==> config.mk <==
export PLATFORM = sky130hd
export DESIGN_NAME = pipe_stage_reg
export DESIGN_NICKNAME = d
export VERILOG_FILES = /design/src/rtl/pipe_stage_reg_pkg.sv /design/src/rtl/pipe_stage_reg_sat_counter.sv /design/src/rtl/pipe_stage_reg.sv
export SDC_FILE = /design/constraint.sdc
export NUM_CORES = 1
export LEC_CHECK = 0
export CAP_MARGIN = 40
export CORE_ASPECT_RATIO = 0.75
export CORE_MARGIN = 2
export CORE_UTILIZATION = 40
export CTS_CLUSTER_DIAMETER = 200
export DETAILED_ROUTE_END_ITERATION = 16
export GPL_TIMING_DRIVEN = 0
export MAX_ROUTING_LAYER = met4
export PLACE_DENSITY_LB_ADDON = 0.1
export SYNTH_ARGS = -nofsm -noshare
export SYNTH_HDL_FRONTEND = slang
export SYNTH_SLANG_ARGS = --single-unit
==> constraint.sdc <==
create_clock -name clock -period 2.4 [get_ports clock]
set_input_delay 0.6 -clock clock [delete_from_list [all_inputs] [get_ports clock]]
set_output_delay 0.6 -clock clock [all_outputs]
set_load 0.03 [all_outputs]
==> src/rtl/pipe_stage_reg_pkg.sv <==
// pipe_stage_reg_pkg
//   Shared definitions for the generic valid/ready pipeline stage register:
//   - PIPE_BUBBLE: all-zero payload. Stages slice it to their DATA_W.
//   - `PIPE_SAT_INC(val, w): saturating increment of a w-bit value.
//   - Field offsets used by the decoder to pack and unpack the ID/EX and
//     EX/MEM payloads that travel through pipe_stage_reg.
//   - main_act_e: the next-state action for the main entry.
`ifndef PIPE_STAGE_REG_PKG_SV
`define PIPE_STAGE_REG_PKG_SV

// Holds at all-ones instead of wrapping back to zero.
`define PIPE_SAT_INC(val, w) (((val) == {(w){1'b1}}) ? (val) : ((val) + (w)'(1)))

package pipe_stage_reg_pkg;

  // Widest payload any stage carries. Each stage slices its own width.
  localparam int unsigned PIPE_MAX_DATA_W = 256;
  localparam logic [PIPE_MAX_DATA_W-1:0] PIPE_BUBBLE = '0;

  // ID/EX payload layout (LSB offset and width of each field).
  localparam int unsigned IDEX_PC_LSB   = 0;
  localparam int unsigned IDEX_PC_W     = 32;
  localparam int unsigned IDEX_RS1_LSB  = IDEX_PC_LSB + IDEX_PC_W;
  localparam int unsigned IDEX_RS1_W    = 5;
  localparam int unsigned IDEX_RS2_LSB  = IDEX_RS1_LSB + IDEX_RS1_W;
  localparam int unsigned IDEX_RS2_W    = 5;
  localparam int unsigned IDEX_RD_LSB   = IDEX_RS2_LSB + IDEX_RS2_W;
  localparam int unsigned IDEX_RD_W     = 5;
  localparam int unsigned IDEX_IMM_LSB  = IDEX_RD_LSB + IDEX_RD_W;
  localparam int unsigned IDEX_IMM_W    = 17;
  localparam int unsigned IDEX_DATA_W   = IDEX_IMM_LSB + IDEX_IMM_W;

  // EX/MEM payload layout.
  localparam int unsigned EXMEM_ALU_LSB = 0;
  localparam int unsigned EXMEM_ALU_W   = 32;
  localparam int unsigned EXMEM_RD_LSB  = EXMEM_ALU_LSB + EXMEM_ALU_W;
  localparam int unsigned EXMEM_RD_W    = 5;
  localparam int unsigned EXMEM_MEM_LSB = EXMEM_RD_LSB + EXMEM_RD_W;
  localparam int unsigned EXMEM_MEM_W   = 3;
  localparam int unsigned EXMEM_DATA_W  = EXMEM_MEM_LSB + EXMEM_MEM_W;

  // What the main entry does on the next clock edge.
  typedef enum logic [1:0] {
    ACT_HOLD  = 2'd0,
    ACT_FLUSH = 2'd1,
    ACT_LOAD  = 2'd2,
    ACT_DRAIN = 2'd3
  } main_act_e;

endpackage

`endif

==> src/rtl/pipe_stage_reg_sat_counter.sv <==
// pipe_sat_counter
//   CNT_W-bit up counter that saturates at all-ones and never wraps.
//   Ports:
//     clock   - rising-edge clock
//     reset_n - asynchronous active-low reset, clears the count
//     inc     - increment enable for this cycle
//     count   - current count (register output)
module pipe_sat_counter #(
  parameter int unsigned CNT_W = 16
) (
  input  logic             clock,
  input  logic             reset_n,
  input  logic             inc,
  output logic [CNT_W-1:0] count
);

  logic [CNT_W-1:0] count_q;
  logic [CNT_W-1:0] count_d;

  always_comb begin
    count_d = count_q;
    if (inc) begin
      count_d = `PIPE_SAT_INC(count_q, CNT_W);
    end
  end

  always_ff @(posedge clock or negedge reset_n) begin
    if (!reset_n) begin
      count_q <= '0;
    end else begin
      count_q <= count_d;
    end
  end

  assign count = count_q;

endmodule

==> src/rtl/pipe_stage_reg.sv <==
// pipe_stage_reg
//   Generic valid/ready pipeline register with flush, stall and kill, plus a
//   saturating starvation counter. Carries an opaque DATA_W payload.
//   Optional skid entry enabled by defining YSYX_22040931_PIPE_SKID_EN; this
//   makes in_ready a registered signal (no path from out_ready/stall).
//   Ports:
//     clock, reset_n        - rising-edge clock, async active-low reset
//     flush                 - drop held and incoming beats this cycle
//     stall                 - hold the stage, block the output transfer
//     kill                  - accepted incoming beat becomes a bubble
//     in_valid/in_ready/in_data    - upstream handshake and payload
//     out_valid/out_ready/out_data - downstream handshake and payload
//     occupancy             - beats currently held (0..1, or 0..2 with skid)
//     bubble_cnt            - saturating count of starved output cycles
module pipe_stage_reg
  import pipe_stage_reg_pkg::*;
#(
  parameter int unsigned DATA_W          = 64,
  parameter int unsigned CNT_W           = 16,
  parameter int unsigned CLEAR_ON_BUBBLE = 1
) (
  input  logic              clock,
  input  logic              reset_n,
  input  logic              flush,
  input  logic              stall,
  input  logic              kill,
  input  logic              in_valid,
  output logic              in_ready,
  input  logic [DATA_W-1:0] in_data,
  output logic              out_valid,
  input  logic              out_ready,
  output logic [DATA_W-1:0] out_data,
  output logic [1:0]        occupancy,
  output logic [CNT_W-1:0]  bubble_cnt
);

  localparam bit                CLEAR       = (CLEAR_ON_BUBBLE != 0);
  localparam logic [DATA_W-1:0] BUBBLE_DATA = PIPE_BUBBLE[DATA_W-1:0];

  logic              main_v_q;
  logic              main_v_d;
  logic [DATA_W-1:0] main_data_q;
  logic [DATA_W-1:0] main_data_d;

  logic              fire_in;
  logic              fire_out;
  logic              in_ready_w;
  logic [DATA_W-1:0] in_payload;
  logic [DATA_W-1:0] main_empty_data;
  logic              bubble_inc;

  assign fire_out = main_v_q & out_ready & ~stall;
  assign fire_in  = in_valid & in_ready_w & ~flush;

  // Payload written for an incoming beat; a killed beat is a bubble.
  assign in_payload      = (kill && CLEAR) ? BUBBLE_DATA : in_data;
  assign main_empty_data = CLEAR ? BUBBLE_DATA : main_data_q;

`ifdef YSYX_22040931_PIPE_SKID_EN

  logic              skid_v_q;
  logic              skid_v_d;
  logic [DATA_W-1:0] skid_data_q;
  logic [DATA_W-1:0] skid_data_d;
  logic [DATA_W-1:0] skid_empty_data;

  assign skid_empty_data = CLEAR ? BUBBLE_DATA : skid_data_q;

  // Ready depends only on skid occupancy: while skid is free a beat can
  // always land somewhere, whatever the downstream does this cycle.
  assign in_ready_w = ~skid_v_q | flush;

  always_comb begin
    main_v_d    = main_v_q;
    main_data_d = main_data_q;
    skid_v_d    = skid_v_q;
    skid_data_d = skid_data_q;
    if (flush) begin
      main_v_d    = 1'b0;
      main_data_d = main_empty_data;
      skid_v_d    = 1'b0;
      skid_data_d = skid_empty_data;
    end else if (fire_out) begin
      if (skid_v_q) begin
        // Skid is older than anything arriving now, so it moves up first.
        main_v_d    = 1'b1;
        main_data_d = skid_data_q;
        if (fire_in) begin
          skid_v_d    = ~kill;
          skid_data_d = in_payload;
        end else begin
          skid_v_d    = 1'b0;
          skid_data_d = skid_empty_data;
        end
      end else if (fire_in) begin
        main_v_d    = ~kill;
        main_data_d = in_payload;
      end else begin
        main_v_d    = 1'b0;
        main_data_d = main_empty_data;
      end
    end else if (fire_in) begin
      if (!main_v_q) begin
        main_v_d    = ~kill;
        main_data_d = in_payload;
      end else begin
        skid_v_d    = ~kill;
        skid_data_d = in_payload;
      end
    end
  end

  always_ff @(posedge clock or negedge reset_n) begin
    if (!reset_n) begin
      skid_v_q    <= 1'b0;
      skid_data_q <= '0;
    end else begin
      skid_v_q    <= skid_v_d;
      skid_data_q <= skid_data_d;
    end
  end

  assign occupancy = 2'(main_v_q) + 2'(skid_v_q);

`else

  main_act_e main_act;

  assign in_ready_w = ~main_v_q | (out_ready & ~stall) | flush;

  always_comb begin
    main_act = ACT_HOLD;
    if (flush) begin
      main_act = ACT_FLUSH;
    end else if (fire_in) begin
      main_act = ACT_LOAD;
    end else if (fire_out) begin
      main_act = ACT_DRAIN;
    end
  end

  always_comb begin
    main_v_d    = main_v_q;
    main_data_d = main_data_q;
    case (main_act)
      ACT_FLUSH, ACT_DRAIN: begin
        main_v_d    = 1'b0;
        main_data_d = main_empty_data;
      end
      ACT_LOAD: begin
        main_v_d    = ~kill;
        main_data_d = in_payload;
      end
      default: begin
        main_v_d    = main_v_q;
        main_data_d = main_data_q;
      end
    endcase
  end

  assign occupancy = {1'b0, main_v_q};

`endif

  always_ff @(posedge clock or negedge reset_n) begin
    if (!reset_n) begin
      main_v_q    <= 1'b0;
      main_data_q <= '0;
    end else begin
      main_v_q    <= main_v_d;
      main_data_q <= main_data_d;
    end
  end

  // Starved: downstream would take a beat but there is none to give.
  assign bubble_inc = out_ready & ~stall & ~main_v_q & ~flush;

  pipe_sat_counter #(
    .CNT_W (CNT_W)
  ) u_bubble_cnt (
    .clock   (clock),
    .reset_n (reset_n),
    .inc     (bubble_inc),
    .count   (bubble_cnt)
  );

  assign in_ready  = in_ready_w;
  assign out_valid = main_v_q;
  assign out_data  = main_data_q;

endmodule

==> impl_metrics.yaml <==
final_layout:
  num-fill-cells: 575
  fin_area_um2: 4990
  nets: 462
  layout.core_utilization: 0.675
  post_route_cells_drive_above_1_share: 0.0658
  antenna_cells: 0
  layout-area-overhead-vs-synth_pct: 61.8
pwr:
  power.switching_uw: 922
  combPwrFrac: 0.212
  p_seq_frac: 0.468
  clock_share_of_power: 0.320
  total_leakage_power_uw: 0.00222
  powerDensity_nw_per_um2: 659
  cell_internal_pwr_uw: 2370
  max-vdd-ir-drop_v: 0.000521
  net_sw_frac: 0.280
clocking:
  worst_setup_hold_path_clk_slew_ps: 70
  tritoncts_num_sinks: 81
  ctsLongestPathBuffers: 2
  root_buffer: "clkbuf_8"
  clock_latency_ps: 340
  hold_buffers: 0
  clock_tree_from_tritoncts: "built"
  cts-buffers-inserted: 9
  cts_htree_levels: 3
critical_path:
  critPathCaptureType: "primary output"
  worst-setup-path-type: "in -> out"
  timing.critical_path.required_ps: 1800
  setup.worst_path.start_class: "input port"
  critPathMaxFanout: 3
  arrival_ps: 1740
route:
  router_iterations_before_antenna_repair: 4
  drt_wl_total_um: 8070
  remaining_drc_errors: 0
  drtAntennaViolNets: 0
  initialDrtViolationCount: 113
  via_count_of_the_routed_design: 2485
  wl_per_cell_um: 16.3
  viasPerCell: 5.01
synthesis:
  synthCells: 224
  synth.area.top_cells: "dfrtp_1 66%, a22o_1 18%, xor2_1 3.7%"
  postSynth.asyncResetShare: 1.00
  synth.distinct_cells: 31
  synth.yosys.seq_area_share: 0.657
  synth_top_area_share: 0.657
  synth.cell_area_um2: 3090
  dominantRegCellSynth: "dfrtp_1"
  synthesis.nets: 296
  list_of_most_frequent_post_synthesis_cells: "81 x dfrtp_1, 64 x a22o_1, 13 x xor2_1, 11 x clkbuf_1"
  synth_most_common_cell: "dfrtp_1"
  syn-mean-instance-area_um2: 13.8
  ys.warnings.count: 0
  ys_seq_elements: 81
  synthDominantAreaCellType: "dfrtp_1"
  number_of_enable_flip_flop_cells_after_synthesis: 0
global_route:
  grt_use_total: 0.203
  grt_pass1_wl_um: 12900
  grt_start_max_net_pins: 47
  initial_antenna_violation_count: 0
  number_of_global_route_vias_before_repair: 2581
  grt_overflow: 0
placement:
  dp_hpwl_um: 5870
  placement.setup.worst_slack_ps: -349
  total_cell_area_at_the_placement_stage_um2: 4770
  finalWeightedCongestion: 0.805
  count_of_input_and_output_buffers: 153
sta:
  final_hold_viol_count: 0
  timing.clock.skew_ps: 4.28
  total_neg_setup_slack_ps: 0
  slew_headroom: 0.638
  drv_slew: 0
  final_period_minus_worst_setup_slack_ps: 2340
  setup_viol: 0
  grt_setup_unrepaired: "false"
  final.period_utilization: 0.975
  final_critical_path_setup_slack_ps: 59.4
  fmaxAchievable_mhz: 427
  timing_worst_slew_pin_value_ps: 543
hold_path:
  min-delay-path-class: "in -> async"
floorplanning:
  core_area_um2: 7400
  die_w_um: 105
  start_util: 0.417
  die_h_um: 80.1
  io_pins: 155
  design.die.area_um2: 8440
  placement_rows: 27
flow_run:
  maxCapViolCount: 0
outcome:
  run_status: "finished clean"
-- flip-flops by register name, indices dropped and copies added (netlist names) --
name	flops
out_data	64
u_bubble_cnt.count	16
out_valid	1
-- repair_timing --
item	4_1_cts	5_1_grt
buffers inserted	0	0
pin swaps	0	1
gates resized for setup	3	2
setup endpoints to repair	3	2
-- cells by family after synthesis --
logic type      share of synthesized area
other cells                       0.00122
fa+ha+maj                         0.00405
simple gates                       0.0775
buf+inv                            0.0247
flops                               0.657
mux                               0.00365
xor+xnor                           0.0426
compound gates                      0.189
-- per-stage QoR --
stage          std cells  total power (µW)  hold WS, ps
2_1_floorplan        224              1880          304
3_3_place_gp         478              2250          487
3_5_place_dp         480              2270          488
4_1_cts              496              3330          210
5_1_grt              496              3440          220
6_report             496              3290          213
-- cell type report --
| type | count | area (µm²) | share of cell area |
|---|---|---|---|
| clock buffer | 11 | 131 | 0.0263 |
| timing repair buffer | 155 | 1560 | 0.312 |
| sequential | 81 | 2030 | 0.406 |
| inverter | 1 | 3.75 | 0.000752 |
| clock inverter | 5 | 80.1 | 0.0160 |
| tap | 101 | 126 | 0.0253 |
| multi-input combinational | 125 | 993 | 0.199 |
| buffer | 17 | 72.6 | 0.0145 |
-- cell usage in the layout (no fill, tap or decap), drive strengths merged, types with 5 or more instances in the layout --
cell and instances:
a22o 64, buf 9, clkbuf 22, clkdlybuf4s50 150
dfrtp 81, nand2 5, nand3 5, nand4 5
nor2 5, nor3 7, xor2 13
-- worst paths after layout --
check	from	endpoint	slack, ps	depth (start not counted)
max	stall	in_ready	60	4
min reg2reg	u_bubble_cnt.count[15]	u_bubble_cnt.count[15]	500	1
min in group clock	u_bubble_cnt.count[15]	u_bubble_cnt.count[15]	500	1
max reg2reg	out_valid	u_bubble_cnt.count[15]	310	5
max in group asynchronous	reset_n	u_bubble_cnt.count[6]	1610	2
min	reset_n	out_data[55]	210	1
-- power by group through the flow --
stage | clock network, µW | registers (µW) | logic (µW)
after global routing | 1140 | 1550 | 740
after floorplan | 0 | 1730 | 149
after detailed placement | 0 | 1560 | 702
final | 1050 | 1540 | 697
after global placement | 0 | 1560 | 690
after CTS | 1090 | 1540 | 705
-- metal layers --
metal	wire length, µm	GRT usage	vias to the layer above
li1	-	-	1173
met1	3810	0.281	1196
met2	3580	0.291	107
met3	574	0.0601	9
met4	101	0.0640	0
met5	0	-	-
-- critical path, stage by stage --
cell             delay, ps
clkdlybuf4s50_1        430
nand2b_1               170
nand3b_1               120
dlygate4sd2_1          410
Power figures use the tool's default switching activity.
